<file path="src/rtl/mem_port_arbiter_pkg.sv">
// rtl/mem_port_arbiter_pkg.sv - shared memory-interface widths, op codes and arbiter states
package mem_port_arbiter_pkg;

  localparam int IOSTATEWIDTH = 2;
  localparam int ADDRWIDTH    = 16;
  localparam int WORDWIDTH    = 32;

  localparam logic [IOSTATEWIDTH-1:0] IDEL = 2'd0;
  localparam logic [IOSTATEWIDTH-1:0] RD   = 2'd1;
  localparam logic [IOSTATEWIDTH-1:0] WT   = 2'd2;

  typedef enum logic [1:0] {
    ARB_IDLE    = 2'd0,
    ARB_ISSUE   = 2'd1,
    ARB_RELEASE = 2'd2
  } arb_state_t;

  // Only RD and WT count as a request; every other code is treated as idle.
  function automatic logic is_req(input logic [IOSTATEWIDTH-1:0] rw);
    return (rw == RD) || (rw == WT);
  endfunction

endpackage

</file>
<file path="src/rtl/mem_port_arbiter_rr_pick.sv">
// rtl/mem_port_arbiter_rr_pick.sv - round-robin pick: first requester at or after ptr
module mem_port_arbiter_rr_pick #(
  parameter int NPORT = 4,
  parameter int PTRW  = 2
) (
  input  logic [NPORT-1:0] req,
  input  logic [PTRW-1:0]  ptr,
  output logic             any,
  output logic [PTRW-1:0]  idx
);

  logic [NPORT-1:0] rot;
  logic [PTRW-1:0]  off;
  logic [PTRW:0]    sum;
  logic             found;

  always_comb begin
    // Rotating the doubled vector puts port ptr at bit 0.
    rot   = NPORT'({req, req} >> ptr);
    off   = '0;
    found = 1'b0;
    for (int i = 0; i < NPORT; i++) begin
      if (!found && rot[i]) begin
        off   = PTRW'(i);
        found = 1'b1;
      end
    end
    sum = {1'b0, ptr} + {1'b0, off};
    if (sum >= (PTRW+1)'(NPORT)) begin
      sum = sum - (PTRW+1)'(NPORT);
    end
    idx = sum[PTRW-1:0];
    any = |req;
  end

endmodule

</file>
<file path="src/rtl/mem_port_arbiter.sv">
// rtl/mem_port_arbiter.sv - round-robin sharing of one memory port among NPORT cores
module mem_port_arbiter
  import mem_port_arbiter_pkg::*;
#(
  parameter int NPORT = 4,
  parameter int PTRW  = 2
) (
  input  logic                          clk,
  input  logic                          reset,
  input  logic [NPORT*IOSTATEWIDTH-1:0] reqRw,
  input  logic [NPORT*ADDRWIDTH-1:0]    reqAddr,
  input  logic [NPORT*WORDWIDTH-1:0]    reqData,
  output logic [NPORT-1:0]              reqRdEn,
  output logic [NPORT-1:0]              reqWtEn,
  output logic [WORDWIDTH-1:0]          reqDataOut,
  output logic [NPORT-1:0]              grant,
  output logic                          busy,
  output logic [IOSTATEWIDTH-1:0]       rwToMem,
  output logic [ADDRWIDTH-1:0]          addrToMem,
  output logic [WORDWIDTH-1:0]          dataToMem,
  input  logic                          rdEn,
  input  logic                          wtEn,
  input  logic [WORDWIDTH-1:0]          dataFromMem
);

  arb_state_t              state, state_n;
  logic [PTRW-1:0]         ptr, ptr_n, gidx, gidx_n, pick;
  logic [NPORT-1:0]        req, grant_n;
  logic                    any;
  logic [IOSTATEWIDTH-1:0] rw_n;
  logic [ADDRWIDTH-1:0]    addr_n;
  logic [WORDWIDTH-1:0]    data_n;
  logic                    done_rd, done_wt;

  always_comb begin
    for (int i = 0; i < NPORT; i++) begin
      req[i] = is_req(reqRw[i*IOSTATEWIDTH +: IOSTATEWIDTH]);
    end
  end

  mem_port_arbiter_rr_pick #(.NPORT(NPORT), .PTRW(PTRW)) u_pick (
    .req (req),
    .ptr (ptr),
    .any (any),
    .idx (pick)
  );

  // Strobes only count in ISSUE and only when they match the latched op.
  assign done_rd    = (state == ARB_ISSUE) && (rwToMem == RD) && rdEn;
  assign done_wt    = (state == ARB_ISSUE) && (rwToMem == WT) && wtEn;
  assign reqRdEn    = done_rd ? grant : '0;
  assign reqWtEn    = done_wt ? grant : '0;
  assign reqDataOut = dataFromMem;
  assign busy       = (state != ARB_IDLE);

  always_comb begin
    state_n = state;
    ptr_n   = ptr;
    gidx_n  = gidx;
    grant_n = grant;
    rw_n    = rwToMem;
    addr_n  = addrToMem;
    data_n  = dataToMem;
    case (state)
      ARB_IDLE: begin
        if (any) begin
          gidx_n  = pick;
          grant_n = {{(NPORT-1){1'b0}}, 1'b1} << pick;
          rw_n    = reqRw[int'(pick)*IOSTATEWIDTH +: IOSTATEWIDTH];
          addr_n  = reqAddr[int'(pick)*ADDRWIDTH +: ADDRWIDTH];
          data_n  = reqData[int'(pick)*WORDWIDTH +: WORDWIDTH];
          state_n = ARB_ISSUE;
        end
      end
      ARB_ISSUE: begin
        if (done_rd || done_wt) begin
          rw_n    = IDEL;
          ptr_n   = (gidx == PTRW'(NPORT-1)) ? '0 : gidx + PTRW'(1);
          state_n = ARB_RELEASE;
        end
      end
      ARB_RELEASE: begin
        // Bubble cycle lets the owner drop its request before re-arbitration.
        grant_n = '0;
        state_n = ARB_IDLE;
      end
      default: begin
        grant_n = '0;
        rw_n    = IDEL;
        state_n = ARB_IDLE;
      end
    endcase
  end

  always_ff @(posedge clk or negedge reset) begin
    if (!reset) begin
      state     <= ARB_IDLE;
      ptr       <= '0;
      gidx      <= '0;
      grant     <= '0;
      rwToMem   <= IDEL;
      addrToMem <= '0;
      dataToMem <= '0;
    end else begin
      state     <= state_n;
      ptr       <= ptr_n;
      gidx      <= gidx_n;
      grant     <= grant_n;
      rwToMem   <= rw_n;
      addrToMem <= addr_n;
      dataToMem <= data_n;
    end
  end

endmodule
</file>
<file path="config.mk">
export PLATFORM = sky130hd
export DESIGN_NAME = mem_port_arbiter
export DESIGN_NICKNAME = d
export VERILOG_FILES = /design/src/rtl/mem_port_arbiter_pkg.sv /design/src/rtl/mem_port_arbiter_rr_pick.sv /design/src/rtl/mem_port_arbiter.sv
export SDC_FILE = /design/constraint.sdc
export NUM_CORES = 1
export LEC_CHECK = 0
export CAP_MARGIN = 20
export CORE_MARGIN = 5
export CORE_UTILIZATION = 32
export DETAILED_ROUTE_END_ITERATION = 7
export PLACE_DENSITY = 0.86
export SLEW_MARGIN = 15
export SYNTH_ARGS = -nofsm -noshare
export SYNTH_HDL_FRONTEND = slang
export SYNTH_SLANG_ARGS = --single-unit
export TNS_END_PERCENT = 50
</file>
<file path="constraint.sdc">
create_clock -name clk -period 2.7 [get_ports clk]
set_clock_uncertainty 0.15 [all_clocks]
set_input_delay 0.27 -clock clk [delete_from_list [all_inputs] [get_ports clk]]
set_output_delay 0.27 -clock clk [all_outputs]
set_load 0.05 [all_outputs]
</file>
# After elaboration in Yosys (flattened, before gate mapping)
# Cells that the tools add are included.
# Widths: inputs -> output; s select.
[classes] n_addsub=3 order_cmp=1 n_eq_ne=15 shifts=5 n_mux=18 bitwise_logic=2 reduce_logical=23
[ops] cell="$shiftx 128x8->32" count=1
[ops] cell="$shiftx 64x7->16" count=1
[ops] cell="$mux 2" count=8
[ops] cell="$eq 2x2->1 const B" count=7
[ops] cell="$eq 2x1->1 const B" count=6
[ops] cell="$mux 4" count=3
[ops] cell="$pmux 4 s2" count=1
[ops] cell="$reduce_and 2->1" count=4
[ops] cell="$shiftx 8x4->2" count=1
[ops] cell="$shr 8x2->4" count=1
[ops] cell="$logic_and 1x1->1" count=7
[ops] cell="$pmux 2 s3" count=1
[ops] cell="$logic_or 1x1->1" count=5
[ops] cell="$mux 1" count=4
[ops] cell="$pmux 2 s2" count=1
[ops] cell="$reduce_or 4->1" count=1
[ops] cell="$shl 1x2->4 const A" count=1
[ops] cell="$add 2x2->3" count=1
[ops] cell="$ge 3x3->1 const B" count=1
[ops] cell="$logic_not 1->1" count=3
[ops] cell="$reduce_and 3->1" count=1
[ops] cell="$add 2x1->2 const B" count=1
[ops] cell="$logic_not 2->1" count=1
[ops] cell="$ne 2x1->1 const B" count=1
[ops] cell="4 further kinds" count=5
[totals] regBits=60 in_bits=236 output_inout_bits=95 wordCells=74

# Logic depth before layout (Yosys ltp)
# Gate-level depths: netlist of run 1.
[depth] word_depth=19 depth_mapped=13 ltp_nobuf=11

# Modules after synthesis
# From an unflattened synthesis of run 1, not the netlist that was laid out.
[hier_totals] cells_unflattened=288 hier_area_um2=4237.8
[modules_own_cells] module="mem_port_arbiter" n_inst=1 cells_per_inst=260 area_each_um2=4046.4 seq_area_each_um2=1501.4
[modules_own_cells] module="mem_port_arbiter_rr_pick" n_inst=1 cells_per_inst=28 area_each_um2=191.4 seq_area_each_um2=0.0

# Worst setup path before layout of run 1
# OpenSTA, ideal clock, no wires.
[synth_path] kind="input port to flip-flop" start="input port reqRw[2]" end="register addrToMem[10]" setup_time_ns=0.095 arrival_ns=2.533 required_time_ns=2.455 slack_ns=-0.079 path_stages=13 path_buffers=4 path_cell_list="xnor2_2 > nand2_1 > nand3_1 > o21ai_0 > a21oi_1 > o21ai_0 > ha_1 > buf_2 > buf_2 > clkbuf_1 > clkbuf_1 > a221oi_1 > o31ai_1"
[synth_via] elab_chain_len=17 word_cells_on_any_way=23 classes_between="add/sub: 2; order compare: 1; eq/ne: 2; shift: 2; mux: 7; reduce/logical: 9"
[synth_lines] element="start: declaration" line="mem_port_arbiter.sv:10" text="input logic [NPORT*IOSTATEWIDTH-1:0] reqRw,"
[synth_lines] element="$eq 2x1->1 or $eq 2x2->1 (tied branches)" line="mem_port_arbiter_pkg.sv:20" text="return (rw == RD) || (rw == WT);"
[synth_lines] element="$logic_or 1x1->1 *" line="mem_port_arbiter_pkg.sv:20"
[synth_lines] element="$shr 8x2->4 *" line="mem_port_arbiter_rr_pick.sv:19" text="rot = NPORT'({req, req} >> ptr);"
[synth_lines] element="$mux 1" line="mem_port_arbiter_rr_pick.sv:23" text="if (!found && rot[i]) begin"
[synth_lines] element="$logic_not 1->1" line="mem_port_arbiter_rr_pick.sv:23"
[synth_lines] element="$logic_and 1x1->1" line="mem_port_arbiter_rr_pick.sv:23"
[synth_lines] element="$mux 1" line="mem_port_arbiter_rr_pick.sv:23"
[synth_lines] element="$logic_not 1->1" line="mem_port_arbiter_rr_pick.sv:23"
[synth_lines] element="(+2 left out)"
[synth_lines] element="$logic_not 1->1" line="mem_port_arbiter_rr_pick.sv:23"
[synth_lines] element="$logic_and 1x1->1" line="mem_port_arbiter_rr_pick.sv:23"
[synth_lines] element="$mux 2 *" line="mem_port_arbiter_rr_pick.sv:23"
[synth_lines] element="$add 2x2->3 *" line="mem_port_arbiter_rr_pick.sv:28" text="sum = {1'b0, ptr} + {1'b0, off};"
[synth_lines] element="$ge 3x3->1 or $sub 2x1->2 (tied branches)" line="mem_port_arbiter_rr_pick.sv:29, mem_port_arbiter_rr_pick.sv:30"
[synth_lines] element="$mux 2 *" line="mem_port_arbiter_rr_pick.sv:29" text="if (sum >= (PTRW+1)'(NPORT)) begin"
[synth_lines] element="net pick[0]" line="mem_port_arbiter.sv:27" text="logic [PTRW-1:0] ptr, ptr_n, gidx, gidx_n, pick;"
[synth_lines] element="$shiftx 64x7->16 *" line="mem_port_arbiter.sv:70" text="addr_n = reqAddr[int'(pick)*ADDRWIDTH +: ADDRWIDTH];"
[synth_lines] element="end signal: assignment" line="mem_port_arbiter.sv:110" text="addrToMem <= addr_n;"
[synth_lines] element="end: declaration" line="mem_port_arbiter.sv:19" text="output logic [ADDRWIDTH-1:0] addrToMem,"
# Mark *: on every way through the listed nets, which the timed path passes. The rest lies on a longest branch.
# A chain may end at the register's enable or synchronous reset.

# Worst setup path in the final report of run 1
[layout_path] start="input port reqRw[4]" end="register addrToMem[15]"
# The elaborated chain is that of the path after synthesis.

==> results of run 1 <==
## metrics by stage
| stage | setup WS, ps | TNS, ps | instances | hold slack (ps) |
|---|---|---|---|---|
| final | -31.0 | -31.0 | 959 | 325 |
| after global routing | -155 | -1150 | 959 | 340 |
| after CTS | 3.67 | 0 | 954 | 327 |
| after floorplan | 39.3 | 0 | 521 | -176 |
| after global placement | -403 | -15550 | 936 | 211 |
| after detailed placement | -434 | -18100 | 936 | 226 |
## sequential cells by signal (all words and copies together) (netlist names)
signal / count
addrToMem: 16
dataToMem: 32
rwToMem: 2
grant: 4
state: 2
ptr: 2
gidx: 2
## report_power, final
part	internal, mW	switching, mW
clock	0.734	0.396
combinational	3.97	5.34
sequential	1.37	0.285
total	6.07	6.02
## routing by layer
metal / vias up / part of all wire [%] / GRT usage [%]
met3: 49 / 6.6 / 5.65
met5: - / 0 / 0
met1: 2459 / 38 / 23.6
met4: 0 / 3.7 / 8.86
met2: 212 / 52 / 35.9
li1: 2458 / - / -
## worst paths after layout
path	from	to	slack (ps)	cells after the start
worst min-delay path	dataToMem[20]	dataToMem[20]	330	2
worst min register to register	dataToMem[20]	dataToMem[20]	330	2
worst max-delay path	reqRw[4]	addrToMem[15]	-30	12
max in group asynchronous	reset	dataToMem[3]	1350	3
worst max register to register	ptr[0]	addrToMem[15]	210	10
min in group asynchronous	reset	addrToMem[0]	420	2
## timing repair
item,4_1_cts,5_1_grt
setup endpoints to repair,26,52
buffers inserted,2,2
endpoints found under the hold margin,29,0
resized for setup,12,84
pin swaps,1,2
hold buffers,1,0
gates cloned,0,3
## logic make-up (layout without fill, tap and decap cells)
kind of cell	Yosys count	in the layout	synth area share, %
and+or+nand+nor	183	183	21.6
AOI/OAI and AO/OA	175	175	31.3
buffers and inverters	89	347	10.7
DFF	60	60	32.9
xor gates and xnor gates	7	7	1.84
muxes	5	5	1.12
adders and majority gates	2	2	0.548
## final cells by class
| cell class | instances | area share [%] |
|---|---|---|
| Multi-Input combinational cell | 372 | 35.0 |
| Timing Repair Buffer | 329 | 40.6 |
| Clock buffer | 13 | 3.02 |
| Clock inverter | 2 | 0.422 |
| Tap cell | 180 | 2.71 |
| Sequential cell | 60 | 18.1 |
| Inverter | 3 | 0.136 |
## synth_stat cells, types with 2 or more instances
| cell type | count | area, µm² |
|---|---|---|
| a2111oi_0 | 48 | 420 |
| a21oi_1 | 4 | 20.0 |
| a221oi_1 | 48 | 420 |
| a22o_1 | 2 | 17.5 |
| a32o_1 | 3 | 30.0 |
| and2_1 | 9 | 56.3 |
| buf_1 | 3 | 11.3 |
| buf_2 | 15 | 75.1 |
| buf_4 | 36 | 270 |
| clkbuf_1 | 32 | 120 |
| dfrtp_1 | 60 | 1500 |
| ha_1 | 2 | 25.0 |
| inv_1 | 3 | 11.3 |
| mux2i_1 | 4 | 40.0 |
| nand2_1 | 57 | 214 |
| nand2b_1 | 2 | 12.5 |
| nand3_1 | 5 | 25.0 |
| nand3b_1 | 2 | 15.0 |
| nor2_1 | 9 | 33.8 |
| nor2b_1 | 96 | 601 |
| o211a_1 | 2 | 20.0 |
| o211ai_1 | 3 | 22.5 |
| o21ai_0 | 8 | 40.0 |
| o21ai_1 | 2 | 10.0 |
| o31ai_1 | 49 | 368 |
| xnor2_1 | 3 | 26.3 |
| xor2_2 | 2 | 32.5 |
## critical path, stage by stage
cell,delay (ps)
clkdlybuf4s50_1,470
xor2_2,220
o2111ai_1,250
o21ai_2,100
a21oi_2,120
o21ai_2,80
ha_4,310
buf_12,200
buf_4,200
nor2b_1,60
a2111oi_1,340
o31ai_1,120
==> results.cfg, run 1 <==
[floorplan]
ios = 331
die_h_um = 129
start_util_pct = 32.7
fp.coreArea_mm2 = 0.0139
die_w_um = 129
core.rowCount = 43
dieArea_mm2 = 0.0167

[timing]
max_freq_mhz = 366
period_share_pct = 101
finalSetupViolations = 1
drv_slew = 0
tightest_slew_ps = 740
relSlewSlack_pct = 50.6
hold_violations = 0
postLayoutSetupSlackWorst_ps = -31.0
grt_setup_unrepaired = true
min_period_ps = 2730

[cells_and_area]
diodes = 0
fillers = 1171
seqCellArea_mm2 = 0.00150
final_common_cell = clkdlybuf4s50_1
finalNetCount = 1013
multi_input_area_mm2 = 0.00290
final_util_pct = 59.5
final_area_mm2 = 0.00830
drive_above_1_share_pct = 17.7
final_cell_mix = clkdlybuf4s50_1, nor2b_1, dfrtp_1
syn2layout_area_growth_pct = 81.8

[placement]
io_buffers = 266
gp_congestion = 0.875
dpl-instance-area_mm2 = 0.00757
dpl.hpwl_um = 13700

[global_routing]
grt_max_degree = 52
grt-ovfl-total = 0
gr-usage-all-layers_pct = 20.5
grt_pass1_vias = 5306
grt_pass1_wl_um = 27200
antenna_found_initial = 0

[pwr]
ir_worst_vdd_uv = 730
p_per_area_mw_per_mm2 = 1460
static-leakage-power_nw = 3.22
power_mw = 12.1

[detailed_routing]
totalWireLength_um = 18400
firstDrtPassIters = 4
final_antenna_net_count = 0
num_vias = 5178
avgRoutedWirePerCell_um = 19.2
drt_iter0_markers = 387
viasPerCell = 5.40
drc = 0

[job]
max-cap-violations = 0

[worst_setup_path]
cp-end-kind = flip-flop
timing.critical_path.arrival_ps = 2760
start_kind = primary input
worstPathRequired_ps = 2730
path_class = in2reg
cp_max_fo = 32

[status]
status = finished with violations
violations = negative setup slack

[synthesis]
synth_nets = 759
synth_edf_count = 0
synth_warnings = 0
syn_inst = 521
synth_cell_types = 39
ys_seq_area_share_pct = 32.9
synth_area_mm2 = 0.00456
synth.avg_cell_area_um2 = 8.76
async_flop_share_pct = 100
synth-main-ff-cell = dfrtp_1
ys_seq_elements = 60

[clocking]
clockBufferDepth = 2
htreeDepth = 3
clkSlewWorstSetupHoldPaths_ps = 50
cts_tree = yes
cts_inserted_buffers = 9
root_buffer = clkbuf_16
insertion_delay_ps = 320
cts_sinks = 60

[min_path]
min_path_type = reg2reg
Note: power is estimated with default switching activity, not from simulation.
==> run 2, diff against run 1 <==
--- a/config.mk
+++ b/config.mk
@@ -8,6 +8,7 @@
 export CAP_MARGIN = 20
 export CORE_MARGIN = 5
 export CORE_UTILIZATION = 32
+export CTS_BUF_LIST = sky130_fd_sc_hd__clkbuf_8
 export DETAILED_ROUTE_END_ITERATION = 7
 export PLACE_DENSITY = 0.86
 export SLEW_MARGIN = 15
==> run 2 against run 1 <==
The flow now finishes without violations. Die area is the same. Sequential cell count is the same. Utilization shrank 1.6 points.
==> results.cfg, run 2 (synthesis gave the netlist of run 1 again) <==
[detailed_routing]
avgRoutedWirePerCell_um = 18.8
num_vias = 5130
final_antenna_net_count = 0
drc = 0
firstDrtPassIters = 5
viasPerCell = 5.38
drt_iter0_markers = 372
totalWireLength_um = 17900

[timing]
hold_violations = 0
postLayoutSetupSlackWorst_ps = 96.2
finalSetupViolations = 0
max_freq_mhz = 384
grt_setup_unrepaired = true
min_period_ps = 2600
period_share_pct = 96.4
drv_slew = 0
tightest_slew_ps = 746
relSlewSlack_pct = 50.2

[clocking]
insertion_delay_ps = 330
cts_sinks = 60
clockBufferDepth = 2
clkSlewWorstSetupHoldPaths_ps = 70
cts_tree = yes
htreeDepth = 3
cts_inserted_buffers = 9
root_buffer = clkbuf_8

[min_path]
min_path_cells = 4
worstHoldStart = reqRw[3]
hold-path-endpoint = rwToMem[1]
min_path_type = in2reg

[pwr]
static-leakage-power_nw = 3.12
power_mw = 11.6
p_per_area_mw_per_mm2 = 1430
ir_worst_vdd_uv = 719

[worst_setup_path]
cp-end-kind = flip-flop
slowest_stage = clkdlybuf4s50_1
ff2ff_setup_slack_ps = 270
worstPathRequired_ps = 2760
path_class = in2reg
reg2reg_to = dataToMem[12]
cp_cell_sequence = clkdlybuf4s50_1, xnor2_2, buf_4, nand3_1, o31ai_1, a21oi_1, o21ai_1, ha_4, buf_12, buf_4, nor2b_1, a2111oi_1, o31ai_1
rr_worst_depth = 8
slowest_delay_ps = 460
timing.critical_path.arrival_ps = 2660
start_kind = primary input
cp_max_fo = 32
reg2reg_from = ptr[0]

[floorplan]
fp.coreArea_mm2 = 0.0139
die_h_um = 129
dieArea_mm2 = 0.0167
core.rowCount = 43
ios = 331
die_w_um = 129
start_util_pct = 32.7

[cells_and_area]
top_regs = dataToMem x32, addrToMem x16, grant x4
diodes = 0
final_area_mm2 = 0.00808
largest_register_ffs = 32
drive_above_1_share_pct = 16.5
finalNetCount = 1008
regMostFlops = dataToMem
syn2layout_area_growth_pct = 77.0
final_common_cell = clkdlybuf4s50_1
finalNonFillerCells = 954
final_cell_mix = clkdlybuf4s50_1, nor2b_1, dfrtp_1

[global_routing]
gr-usage-all-layers_pct = 20.5
grt_pass1_wl_um = 27100
grt_max_degree = 52
grt_pass1_vias = 5336
grt-ovfl-total = 0
antenna_found_initial = 0

[placement]
dpl-instance-area_mm2 = 0.00757
dp_cells = 936
io_buffers = 266
dpl.hpwl_um = 13700
post-place-ws_ps = -434
gp_congestion = 0.875

[status]
status = finished clean

[job]
max-cap-violations = 0
-- run 2: cell type report --
cell class / instances / area, µm²
multi-input cells: 372 / 2880
well taps: 180 / 225
inverters: 3 / 11.3
fillers: 1195 / 5860
repair buffers: 324 / 3270
clock inverters: 5 / 46.3
clock buffers: 10 / 138
flip-flops and latches: 60 / 1500
-- run 2: worst max path at each step --
stage / start / end / slack, ps / cells after the start
floorplan: reqRw[2] / addrToMem[10] / 40 / 13
global placement: reqRw[1] / addrToMem[0] / -400 / 12
detailed placement: reqRw[1] / addrToMem[9] / -430 / 12
CTS: reqRw[1] / dataToMem[31] / 9 / 12
global route: reqRw[2] / addrToMem[11] / -90 / 13
finish: reqRw[2] / dataToMem[12] / 100 / 13
-- run 2: worst max-delay path: cells and delay by family --
family          cells  cell delay (ps)
simple gates        2              140
buf+inv             4             1010
fa+ha+maj           1              320
compound gates      5              710
xor+xnor            1              180
-- run 2: per-stage QoR --
| step | hold WS [ps] | TNS [ps] | utilization (%) |
|---|---|---|---|
| 2_1_floorplan | -176 | 0 | - |
| 3_3_place_gp | 211 | -15550 | 54.3 |
| 3_5_place_dp | 226 | -18100 | 54.3 |
| 4_1_cts | 331 | 0 | 55.9 |
| 5_1_grt | 312 | -333 | 58.0 |
| 6_report | 309 | 0 | 58.0 |
-- run 2: repair_timing --
| action | CTS | global route |
|---|---|---|
| endpoints found under the hold margin | 29 | 0 |
| gates resized for setup | 8 | 80 |
| hold buffers | 1 | 0 |
| setup buffers | 2 | 0 |
| pin swaps | 1 | 1 |
| setup endpoints to repair | 12 | 53 |
-- run 2: routing by layer --
layer	wire [µm]	global-route usage [%]	vias to the layer above
li1	-	-	2442
met1	6720	23.1	2446
met2	9390	35.9	209
met3	1290	5.81	33
met4	498	9.35	0
met5	0	0	-
-- run 2: report_power, final --
part           switching (mW)  total, mW  internal, mW
Clock                   0.363      0.799         0.436
Sequential              0.281       1.65          1.37
Combinational            5.27       9.13          3.86
Total                    5.92       11.6          5.66
